===== src/rtl/rx_frame_receiver.sv =====
// Receiver for the single-wire serial frame link (same clock domain as the transmitter).
// Frame: start(1), parity, BIT_LEN data bits LSB first, two stop bits(1).
// Each completed frame presents data_out with a one-cycle data_valid strobe and
// parity/framing error flags that hold until the next frame completes.
module rx_frame_receiver #(
    parameter int BIT_LEN = 7
) (
    input  logic               clk,
    input  logic               rstn,
    input  logic               channel_in,
    output logic [BIT_LEN-1:0] data_out,
    output logic               data_valid,
    output logic               parity_err,
    output logic               frame_err,
    output logic               busy
);

    localparam int CW = $clog2(BIT_LEN + 1);
    localparam logic [CW-1:0] LAST_BIT = CW'(BIT_LEN - 1);

    typedef enum logic [2:0] {
        IDLE,
        PARITY,
        DATA,
        STOP1,
        STOP2
    } state_e;

    state_e             state_q, state_d;
    logic [BIT_LEN-1:0] shift_q, shift_d;
    logic [CW-1:0]      cnt_q, cnt_d;
    logic               par_q, par_d;
    logic               stop1_q, stop1_d;
    logic [BIT_LEN-1:0] data_q, data_d;
    logic               valid_q, valid_d;
    logic               perr_q, perr_d;
    logic               ferr_q, ferr_d;

    // State and datapath registers, cleared asynchronously by rstn
    always_ff @(posedge clk or negedge rstn) begin
        if (!rstn) begin
            state_q <= IDLE;
            shift_q <= '0;
            cnt_q   <= '0;
            par_q   <= 1'b0;
            stop1_q <= 1'b0;
            data_q  <= '0;
            valid_q <= 1'b0;
            perr_q  <= 1'b0;
            ferr_q  <= 1'b0;
        end else begin
            state_q <= state_d;
            shift_q <= shift_d;
            cnt_q   <= cnt_d;
            par_q   <= par_d;
            stop1_q <= stop1_d;
            data_q  <= data_d;
            valid_q <= valid_d;
            perr_q  <= perr_d;
            ferr_q  <= ferr_d;
        end
    end

    // Next-state and capture logic; the result is published on the STOP2 edge
    always_comb begin
        state_d = state_q;
        shift_d = shift_q;
        cnt_d   = cnt_q;
        par_d   = par_q;
        stop1_d = stop1_q;
        data_d  = data_q;
        valid_d = 1'b0;
        perr_d  = perr_q;
        ferr_d  = ferr_q;
        case (state_q)
            IDLE: begin
                if (channel_in) begin
                    state_d = PARITY;
                end
            end
            PARITY: begin
                par_d   = channel_in;
                cnt_d   = '0;
                state_d = DATA;
            end
            DATA: begin
                shift_d[cnt_q] = channel_in;
                cnt_d          = cnt_q + CW'(1);
                if (cnt_q == LAST_BIT) begin
                    state_d = STOP1;
                end
            end
            STOP1: begin
                stop1_d = channel_in;
                state_d = STOP2;
            end
            STOP2: begin
                data_d  = shift_q;
                perr_d  = par_q ^ (^shift_q);
                ferr_d  = ~(stop1_q & channel_in);
                valid_d = 1'b1;
                state_d = IDLE;
            end
            default: begin
                state_d = IDLE;
            end
        endcase
    end

    assign data_out   = data_q;
    assign data_valid = valid_q;
    assign parity_err = perr_q;
    assign frame_err  = ferr_q;
    assign busy       = (state_q != IDLE);

endmodule


===== config.mk =====
export PLATFORM = sky130hd
export DESIGN_NAME = rx_frame_receiver
export DESIGN_NICKNAME = d
export VERILOG_FILES = /design/src/rtl/rx_frame_receiver.sv
export SDC_FILE = /design/constraint.sdc
export NUM_CORES = 1
export LEC_CHECK = 0
export ABC_AREA = 1
export ABC_CLOCK_PERIOD_IN_PS = 2200
export BUFFER_PORTS_ARGS = -buffer_cell sky130_fd_sc_hd__buf_4
export CAP_MARGIN = 15
export CORE_ASPECT_RATIO = 1.4
export CORE_MARGIN = 2
export CORE_UTILIZATION = 23
export DETAILED_ROUTE_END_ITERATION = 8
export GPL_ROUTABILITY_DRIVEN = 1
export GPL_TIMING_DRIVEN = 1
export HOLD_SLACK_MARGIN = 0.03
export PLACE_DENSITY_LB_ADDON = 0.2
export SYNTH_ARGS = -nofsm -noshare
export SYNTH_HDL_FRONTEND = slang
export SYNTH_SLANG_ARGS = --single-unit

===== constraint.sdc =====
create_clock -name clk -period 2.2 [get_ports clk]
set_input_delay 0.11 -clock clk [delete_from_list [all_inputs] [get_ports clk]]
set_output_delay 0.11 -clock clk [all_outputs]
set_load 0.01 [all_outputs]

-- Word-level counts from Yosys, hierarchy flattened
Index checks and enable logic that the tools add are counted.
- logic and storage cells: 36
- register bits after elaboration: 25
- bitwise gates (word level): 3
- $add $sub $neg: 1
- eq/ne operators: 7
- multiplexer cells: 8
- magnitude comparators: 2
- reduce and logical (&&, ||, !) cells: 6
- operator list (operator ; count):
    case mux 3 bit (4 select lines) ; 1
    bitwise mux 7 bit ; 1
    parity 7 bit ; 1
    == test 3 x 2 -> 1 bit, second input constant ; 2
    == test 3 bit, second input constant ; 2
    2-to-1 mux 3 bit ; 2
    case mux 3 bit (2 select lines) ; 1
    less-than comparator 3 x 4 -> 1 bit, second input constant ; 1
    != test 2 bit, second input constant ; 2
    adder 3 x 1 -> 3 bit, second input constant ; 1
    demux 1 bit (select 3 bit) ; 1
    == test 3 x 1 -> 1 bit, second input constant ; 1
    >= comparator 3 x 1 -> 1 bit, second input constant ; 1
    logical NOT 3 bit ; 1
    nonzero test 3 bit ; 1
    2-to-1 mux 1 bit ; 2
    AND reduction 2 bit ; 1
    nonzero test 2 bit ; 1
    AND 1 bit ; 1
    logical AND 1 bit ; 1
    inverter 1 bit ; 1
    XOR 1 bit ; 1

-- Depth between registers and ports, before layout
Gate-level depths: netlist of the first run.
- depth in word-level cells: 5
- mapped depth: 9
- mapped depth without buffers: 9

-- Worst setup path before layout of the first run
Ideal clock, no wire load.
- kind: reg-to-reg
- from: register state_q[0]
- to: register shift_q[2]
- cell stages (with the launch flop): 7
- clock period less this slack: 1.158 ns
- arrival: 1.035 ns
- path slack: 1.042 ns
- buffers on the path: 0
- cell sequence: dfrtp_1 -> nor2_2 -> nand2_4 -> nor2_8 -> nand3_1 -> nand2_1 -> o21ai_1
- longest elaborated chain between the ends: 1
- ends and longest elaborated chain (element ; line ; RTL):
    start: declaration ; 29 ; state_e state_q, state_d;
    start signal: assignment ; 52 ; state_q <= state_d;
    == test 3 x 2 -> 1 bit ; 75 ; case (state_q)
    end signal: assignment ; 53 ; shift_q <= shift_d;
    end: declaration ; 30 ; logic [BIT_LEN-1:0] shift_q, shift_d;
No other way between the ends.
A chain may end at the register's enable or synchronous reset.

-- Worst setup path in the final report of the first run
- from: register state_q[0]
- to: output port busy
- longest elaborated chain between the ends: 1
- ends and longest elaborated chain (element ; line ; RTL):
    nonzero test 3 bit ; 114 ; assign busy = (state_q != IDLE);
    end: declaration ; 15 ; output logic busy
No other way between the ends.

==> run_results.csv, run 1 <==
group,metric,value,unit
status,status,"complete, no violations",
grt,grt_use_total,8.67,%
sta,fin_crit,1.30,ns
place,io_buffers,13,
worst_setup_path,crit_fanout,5,
grt,antenna_found_initial,0,
routing,via_per_inst,4.08,
sta,hold_viol,0,
floorplan,pin_count,14,
routing,via_count,869,
finish,num_antenna_cells,0,
synthesis,synth.avg_cell_area,9.11,um2
clock_network,cts_buffers,3,
worst_hold_path,hold_class,"primary input to register",
power,p_total,2.05,mW
synthesis,syn_nets,136,
routing,totalWireLength,2210,um
synthesis,synth_top_family_by_area,"simple AND/OR/NAND/NOR gates",
sta,grt_setup_unrepaired,"no",
synthesis,synth_top_area_share,52.4,%
sta,fin_crit_sh,59.3,%
clock_network,cts_setup_buffers,0,
sta,setup_viol,0,
clock_network,cts_root_buf,"clkbuf_8",
worst_setup_path,worstSetupEndpointType,"output port",
clock_network,clk_pin_slew,0.09,ns
clock_network,cts_tree,"yes",
finish,layout-drive-gt1-share,22.4,%
sta,worst_pin_slew,0.328,ns
grt,grt_max_degree,26,
routing,drcViolationCount,0,
floorplan,chipWidth,64.9,um
synthesis,synthAdderAreaFrac,2.10,%
synthesis,dominantRegCellSynth,"dfrtp_1",
synthesis,netlist_instances,131,
synthesis,synth-edff-count,0,
routing,wl_per_cell,10.4,um
synthesis,async_reset_ff_share,100,%
power,peakVddDrop,0.299,mV
place,dp_hpwl,1660,um
synthesis,synth_xor_area_share,0.734,%
routing,drtAntennaViolNets,0,
routing,dr.pass1.iters,4,
synthesis,ys_top_cells_by_count,"37 x nand2_1, 25 x dfrtp_1, 16 x inv_1",
place,gp_congestion,0.717,
floorplan,core-area,5080,um2
synthesis,synth_most_common_cell,"nand2_1",
synthesis,muxShareOfSynthArea,0,%
grt,first_global_vias,825,
synthesis,synthSimpleGateAreaFrac,25.7,%
worst_setup_path,critPathRequiredTime,2.09,ns
power,power.leakage,0.708,nW
clock_network,cts_sinks,25,
clock_network,cts_buffer_depth,2,
synthesis,seq_area_frac_synth,52.4,%
finish,area_growth,18.3,%
floorplan,fp-row-count,31,
floorplan,die_h,89.2,um
sta,slew_headroom,78.1,%
finish,layout.nets,153,
worst_setup_path,critPathLaunchType,"register",
synthesis,ys_seq_elements,25,
worst_setup_path,cp.arrival,1.19,ns
floorplan,dieArea,5790,um2
synthesis,synth_top_cell_by_area,"dfrtp_1",
clock_network,cts_max_level,1,
sta,slew_viol_final,0,
grt,grt_overflow,0,
worst_setup_path,worstSetupPathType,"register to output port",
sta,fin_worst_skew,0.00632,ns
synthesis,synthesis.area,1190,um2
synthesis,ys_warn_count,0,
synthesis,synthTopCellsByArea,"dfrtp_1 52%, nand2_1 12%, o21ai_2 5.1%",
sta,fin_setup_tns,0,ns
floorplan,initial_core_util,23.5,%
routing,drt_iter0_markers,48,
sta,fmax,767,MHz
run,maxCapViolations,0,
synthesis,synth_cell_types,25,
clock_network,clock_latency,0.27,ns
synthesis,synth-compound-area-share,12.1,%
grt,grt_pass1_wl,3800,um
power,power-per-cell-area,1450,nW/um2
through the flow:
step	setup WS, ns	cell area, um2	utilization (%)	cells	hold WS [ns]
floorplan	1.04	1190	-	131	-0.186
detailed placement	0.933	1360	26.7	208	0.0430
CTS	0.867	1410	27.8	213	0.0529
global placement	0.943	1360	26.7	208	0.0359
finish	0.896	1410	27.8	213	0.0548
global route	0.776	1410	27.8	213	0.0575
logic make-up after synthesis:
family	after synthesis
and+or+nand+nor	61
DFF	25
adders and majority gates	2
AOI/OAI and AO/OA	22
xor gates and xnor gates	1
buffers and inverters	20
cells in the final DEF (no fill, tap or decap):
| master | count |
|---|---|
| nand2_1 | 37 |
| dfrtp_1 | 25 |
| inv_1 | 16 |
| buf_4 | 13 |
| nand3_1 | 9 |
| o21ai_2 | 7 |
| o21ai_0 | 5 |
| nor2_1 | 5 |
| o21ai_1 | 3 |
| clkbuf_8 | 3 |
| inv_2 | 2 |
| nor4_2 | 2 |
| o22ai_1 | 2 |
| nand2_2 | 2 |
| a31oi_1 | 2 |
| a21oi_1 | 2 |
| ha_1 | 2 |
| nor3_4 | 1 |
| nor2_2 | 1 |
| nand2_4 | 1 |
| nor2_8 | 1 |
| xnor2_1 | 1 |
| nand4_1 | 1 |
| o21bai_1 | 1 |
| nor4_1 | 1 |
| clkbuf_1 | 1 |
| dlygate4sd3_1 | 1 |
worst max-delay path: stages, from the launching register on:
cell     delay [ns]
dfrtp_1        0.45
nor2_2         0.21
nand2_1        0.11
buf_4          0.15
report_power, final:
group	total [mW]	internal, mW	switching (mW)
sequential	0.863	0.667	0.196
combinational	0.917	0.387	0.531
clock	0.273	0.129	0.144
final timing paths:
path | startpoint | cells after the start | to | slack [ns]
min | channel_in | 2 | frame_err | 0.05
max reg2reg | state_q[0] | 6 | shift_q[6] | 0.93
min in group asynchronous | rstn | 2 | cnt_q[2] | 0.28
max in group asynchronous | rstn | 2 | data_out[5] | 1.67
max | state_q[0] | 3 | busy | 0.90
min reg2reg | stop1_q | 1 | frame_err | 0.47
metal layers:
layer  track usage, %  part of all wire (%)
met1             10.1                    43
met4             4.06                  0.95
met5                0                     0
met3             1.51                   2.5
met2             15.5                    54
cell type report:
class,instances,area [um2]
inverters,18,67.6
fillers,549,3670
well taps,66,82.6
clock buffers,4,45.0
repair buffers,14,108
multi-input cells,86,484
flip-flops and latches,25,626
flip-flops by register name, summed over array words and instances (netlist names):
signal,cells
cnt_q,3
data_out,7
data_valid,1
frame_err,1
par_q,1
parity_err,1
shift_q,7
state_q,3
stop1_q,1
what timing repair did:
item | CTS | global route
hold endpoints to repair | 25 | 0
hold buffers | 1 | 0
gates resized for setup | 0 | 0
(Power assumes the default switching activity.)
==> inputs of run 2 (changes only) <==
--- a/config.mk
+++ b/config.mk
@@ -6,7 +6,7 @@
 export NUM_CORES = 1
 export LEC_CHECK = 0
 export ABC_AREA = 1
-export ABC_CLOCK_PERIOD_IN_PS = 2200
+export ABC_CLOCK_PERIOD_IN_PS = 1100
 export BUFFER_PORTS_ARGS = -buffer_cell sky130_fd_sc_hd__buf_4
 export CAP_MARGIN = 15
 export CORE_ASPECT_RATIO = 1.4
==> constraint.sdc (replaced) <==
create_clock -name clk -period 1.1 [get_ports clk]
set_input_delay 0.055 -clock clk [delete_from_list [all_inputs] [get_ports clk]]
set_output_delay 0.055 -clock clk [all_outputs]
set_load 0.01 [all_outputs]
==> run_results.csv, run 2 (synthesis results as in run 1) <==
group,metric,value,unit
sta,fin_setup_tns,-1.49,ns
routing,wl_per_cell,11.2,um
routing,via_count,993,
clock_network,cts_sinks,25,
status,status,"complete, but fails checks",
power,peakVddDrop,0.600,mV
routing,totalWireLength,2660,um
sta,grt_setup_unrepaired,"yes",
power,p_total,5.07,mW
routing,via_per_inst,4.17,
sta,hold_viol,0,
clock_network,cts_root_buf,"clkbuf_8",
worst_setup_path,cp.arrival,1.35,ns
grt,grt_overflow,0,
run,maxCapViolations,0,
routing,dr.pass1.iters,4,
place,io_buffers,13,
grt,grt_max_degree,26,
place,placed_cell_area,1490,um2
grt,grt_pass1_wl,4630,um
finish,num_antenna_cells,0,
worst_setup_path,crit_slowest_cell,"dfrtp_2",
finish,final_area,1690,um2
grt,grt_use_total,10.4,%
worst_setup_path,worstSetupEndpointType,"register",
clock_network,cts_tree,"yes",
worst_setup_path,critPathLaunchType,"register",
worst_setup_path,critPathRequiredTime,1.25,ns
worst_setup_path,crit_top_cell,"inv_4",
clock_network,clk_pin_slew,0.09,ns
floorplan,fp-row-count,31,
routing,drcViolationCount,0,
sta,slew_viol_final,0,
worst_setup_path,timing.rr.end,"data_out[3]",
finish,layout-drive-gt1-share,42.4,%
clock_network,cts_buffer_depth,2,
worst_setup_path,crit_fanout,15,
clock_network,cts_max_level,1,
place,dp_slack,-0.0323,ns
sta,setup_viol,21,
floorplan,chipWidth,64.9,um
place,gp_congestion,0.790,
floorplan,dieArea,5790,um2
sta,fin_crit_sh,109,%
worst_setup_path,max_stage_delay,0.42,ns
routing,drt_iter0_markers,61,
power,power-per-cell-area,3000,nW/um2
finish,layout_common_cells,"35 x nand2_1, 32 x buf_4, 21 x dfrtp_1, 14 x inv_1, 7 x o21ai_2",
worst_setup_path,rrSetupSlack,-0.1,ns
finish,area_growth,41.8,%
floorplan,core-area,5080,um2
sta,fin_crit,1.20,ns
clock_network,clock_latency,0.26,ns
sta,worst_pin_slew,0.339,ns
grt,antenna_found_initial,0,
sta,final.setup.worst_slack,-0.0988,ns
worst_setup_path,r2r_cells,6,
finish,final_util,33.3,%
power,power.leakage,0.841,nW
floorplan,pin_count,14,
sta,fin_worst_skew,0.00735,ns
routing,drtAntennaViolNets,0,
status,violations,"setup timing",
finish,final_common_cell,"nand2_1",
worst_setup_path,timing.rr.start,"state_q[2]",
clock_network,cts_buffers,3,
floorplan,initial_core_util,23.5,%
worst_setup_path,path_cells,"buf_6, inv_4, nor3_4, inv_4, nand2_1, o21ai_2",
sta,slew_headroom,77.4,%
finish,layout.nets,178,
worst_hold_path,hold_class,"primary input to asynchronous set/reset pin",
sta,fmax,834,MHz
place,dp_hpwl,1860,um
floorplan,die_h,89.2,um
worst_setup_path,worstSetupPathType,"register to register",
grt,first_global_vias,1012,
==> run 2: cell types whose count changed in the layout (fill, tap and decap cells not counted), sizes merged <==
cell / before / now
dlygate4sd3: 1 / 2
buf: 13 / 37
==> run 2: through the flow <==
step	hold WS (ns)	cells
global route	0.265	238
CTS	0.238	235
finish	0.232	238
floorplan	-0.241	131
global placement	-0.0198	225
detailed placement	-0.00825	225
==> run 2: routing by layer <==
layer  wire length [um]  vias up  track usage (%)
met5                  0        -                0
met4                 21        0             3.48
met3                 41        2             1.51
met2               1550        9             20.2
met1               1040      476             11.3
li1                   -      506                -
==> run 2: worst max-delay path: cells and delay by family (launching register included) <==
kind / cells / cell delay (ns)
compound gates: 1 / 0.05
buf+inv: 3 / 0.30
simple gates: 2 / 0.33
flops: 1 / 0.42
==> run 2: power breakdown <==
part           internal (mW)  leakage (nW)  switching [mW]
logic                   1.40         0.526            1.43
registers               1.35         0.293           0.357
clock network          0.259        0.0228           0.279
total                   3.01         0.841            2.06
==> run 2: what timing repair did <==
action / 4_1_cts / 5_1_grt
pin swaps: 1 / 4
endpoints found under the setup margin: 17 / 24
hold buffers: 2 / 0
hold endpoints to repair: 26 / 0
gates resized for setup: 15 / 8
buffers inserted: 4 / 3
==> run 2: cell type report <==
cell class                      instances  area, um2
Clock buffer                            4       45.0
Sequential cell                        25        631
Multi-Input combinational cell         86        546
Inverter                               18       72.6
Timing Repair Buffer                   39        317
Fill cell                             525       3390
Tap cell                               66       82.6
==> run 2: worst max path at each step <==
stage | start | endpoint | depth (start not counted)
after floorplan | state_q[1] | data_out[5] | 5
after detailed placement | state_q[2] | shift_q[4] | 6
final | state_q[2] | data_out[3] | 6
after CTS | state_q[0] | busy | 4
after global routing | state_q[0] | shift_q[6] | 6
after global placement | shift_q[3] | parity_err | 8
==> inputs of run 3 (changes only) <==
--- a/config.mk
+++ b/config.mk
@@ -9,7 +9,6 @@
 export ABC_CLOCK_PERIOD_IN_PS = 1100
 export BUFFER_PORTS_ARGS = -buffer_cell sky130_fd_sc_hd__buf_4
 export CAP_MARGIN = 15
-export CORE_ASPECT_RATIO = 1.4
 export CORE_MARGIN = 2
 export CORE_UTILIZATION = 23
 export DETAILED_ROUTE_END_ITERATION = 8
==> run_results.csv, run 3 (synthesis results as in run 1) <==
group,metric,value,unit
clock_network,cts_tree,"yes",
grt,first_global_vias,996,
floorplan,pin_count,14,
grt,antenna_found_initial,0,
worst_setup_path,cp-endpoint,"shift_q[4]",
sta,holdWs,0.215,ns
finish,final_common_cell,"nand2_1",
worst_setup_path,critPathLaunchType,"register",
floorplan,chipWidth,76.0,um
routing,met1Wirelength,1260,um
power,power.leakage,0.830,nW
sta,grt_setup_unrepaired,"yes",
routing,top_layer,"met4",
worst_setup_path,crit_start,"state_q[0]",
place,io_buffers,13,
routing,wl_per_cell,11.2,um
routing,wl_met3,64,um
worst_setup_path,critPathRequiredTime,1.25,ns
finish,num_antenna_cells,0,
routing,totalWireLength,2670,um
worst_setup_path,r2r_cells,6,
sta,final.setup.worst_slack,-0.140,ns
floorplan,dieArea,5780,um2
worst_setup_path,worstSetupPathType,"register to register",
clock_network,cts_sinks,25,
routing,via_count,984,
sta,fmax,807,MHz
finish,stdcell_count,239,
routing,met2_wirelength,1340,um
finish,layout-drive-gt1-share,42.0,%
sta,hold_viol,0,
sta,setup_viol,21,
routing,via_per_inst,4.12,
finish,layout.nets,175,
status,violations,"setup timing",
sta,fin_worst_skew,0.00750,ns
worst_setup_path,timing.rr.end,"shift_q[4]",
place,dp_cells,228,
grt,grt_pass1_wl,4610,um
grt,grt_overflow,0,
clock_network,clk_pin_slew,0.09,ns
worst_setup_path,rrSetupSlack,-0.14,ns
finish,final_util,33.8,%
place,gp_congestion,0.712,
routing,drt_iter0_markers,27,
floorplan,initial_core_util,23.7,%
finish,fillers,527,
clock_network,clock_latency,0.27,ns
status,status,"complete, but fails checks",
worst_setup_path,worstSetupEndpointType,"register",
sta,fin_crit,1.24,ns
power,peakVddDrop,0.991,mV
run,maxCapViolations,0,
routing,dr.pass1.iters,4,
finish,area_growth,42.7,%
worst_setup_path,timing.rr.start,"state_q[0]",
floorplan,die_h,76.0,um
sta,slew_headroom,78.0,%
worst_hold_path,hold_class,"primary input to asynchronous set/reset pin",
sta,slew_viol_final,0,
clock_network,cts_root_buf,"clkbuf_8",
finish,layout_common_cells,"34 x nand2_1, 29 x buf_4, 20 x dfrtp_1, 15 x inv_1, 7 x o21ai_2",
clock_network,cts_buffer_depth,2,
floorplan,core-area,5040,um2
worst_setup_path,cp.arrival,1.39,ns
place,dp_hpwl,1960,um
clock_network,cts_buffers,3,
grt,grt_use_total,9.71,%
grt,grt_max_degree,26,
routing,drcViolationCount,0,
worst_setup_path,crit_fanout,6,
power,power-per-cell-area,2990,nW/um2
power,p_total,5.10,mW
sta,worst_pin_slew,0.331,ns
routing,drtAntennaViolNets,0,
floorplan,fp-row-count,26,
clock_network,cts_max_level,1,
sta,fin_crit_sh,113,%
[run 3: cell types whose count changed in the layout (fill, tap and decap cells not counted), sizes merged]
cell    delta
buf        -3
clkbuf     -1
clkinv     +1
[run 3: per-layer routing]
layer,vias up,track usage [%]
met2,11,16.5
met3,2,2.01
met1,472,12.6
met4,0,2.73
met5,-,0
li1,499,-
[run 3: layout make-up]
type                            instances  area (um2)  share of cell area, %
Multi-Input combinational cell         86         571                   33.5
Inverter                               18        72.6                   4.26
Clock buffer                            3        41.3                   2.42
Tap cell                               70        87.6                   5.14
Clock inverter                          1        5.00                  0.294
Sequential cell                        25         632                   37.1
Timing Repair Buffer                   36         294                   17.3
[run 3: worst min path at each step]
stage	startpoint	endpoint	slack, ns	cells after the start
4_1_cts	rstn	cnt_q[0]	0.24	2
3_3_place_gp	rstn	cnt_q[2]	-0.02	1
2_1_floorplan	rstn	cnt_q[0]	-0.24	0
3_5_place_dp	rstn	cnt_q[0]	-0.01	1
5_1_grt	rstn	shift_q[3]	0.26	2
6_report	rstn	shift_q[2]	0.22	2
[run 3: stage by stage]
| stage | setup slack (ns) | area (um2) | TNS, ns |
|---|---|---|---|
| 3_3_place_gp | -0.0923 | 1490 | -0.273 |
| 2_1_floorplan | -0.0379 | 1200 | -0.106 |
| 5_1_grt | -0.198 | 1700 | -3.35 |
| 6_report | -0.140 | 1700 | -1.91 |
| 4_1_cts | -0.0985 | 1620 | -1.45 |
| 3_5_place_dp | -0.112 | 1490 | -0.451 |
[run 3: power by group]
part           internal (mW)  switching, mW  leakage [nW]  total, mW
registers               1.35          0.363         0.291       1.71
clock network          0.253          0.291        0.0255      0.544
logic                   1.36           1.48         0.514       2.84
total                   2.96           2.13         0.830       5.10
[run 3: repair_timing]
action,CTS,global route
endpoints found under the setup margin,16,24
setup buffers,3,3
endpoints found under the hold margin,26,0
gates resized for setup,12,16
pin swaps,1,4
hold buffers,2,0
[run 3: worst max-delay path: stages, from the launching register on]
cell and delay [ns]:
dfrtp_2 0.45, nor2_4 0.15, nand2_4 0.12, nor2_8 0.19, nand3_2 0.09, nand2_1 0.06
o21ai_1 0.06
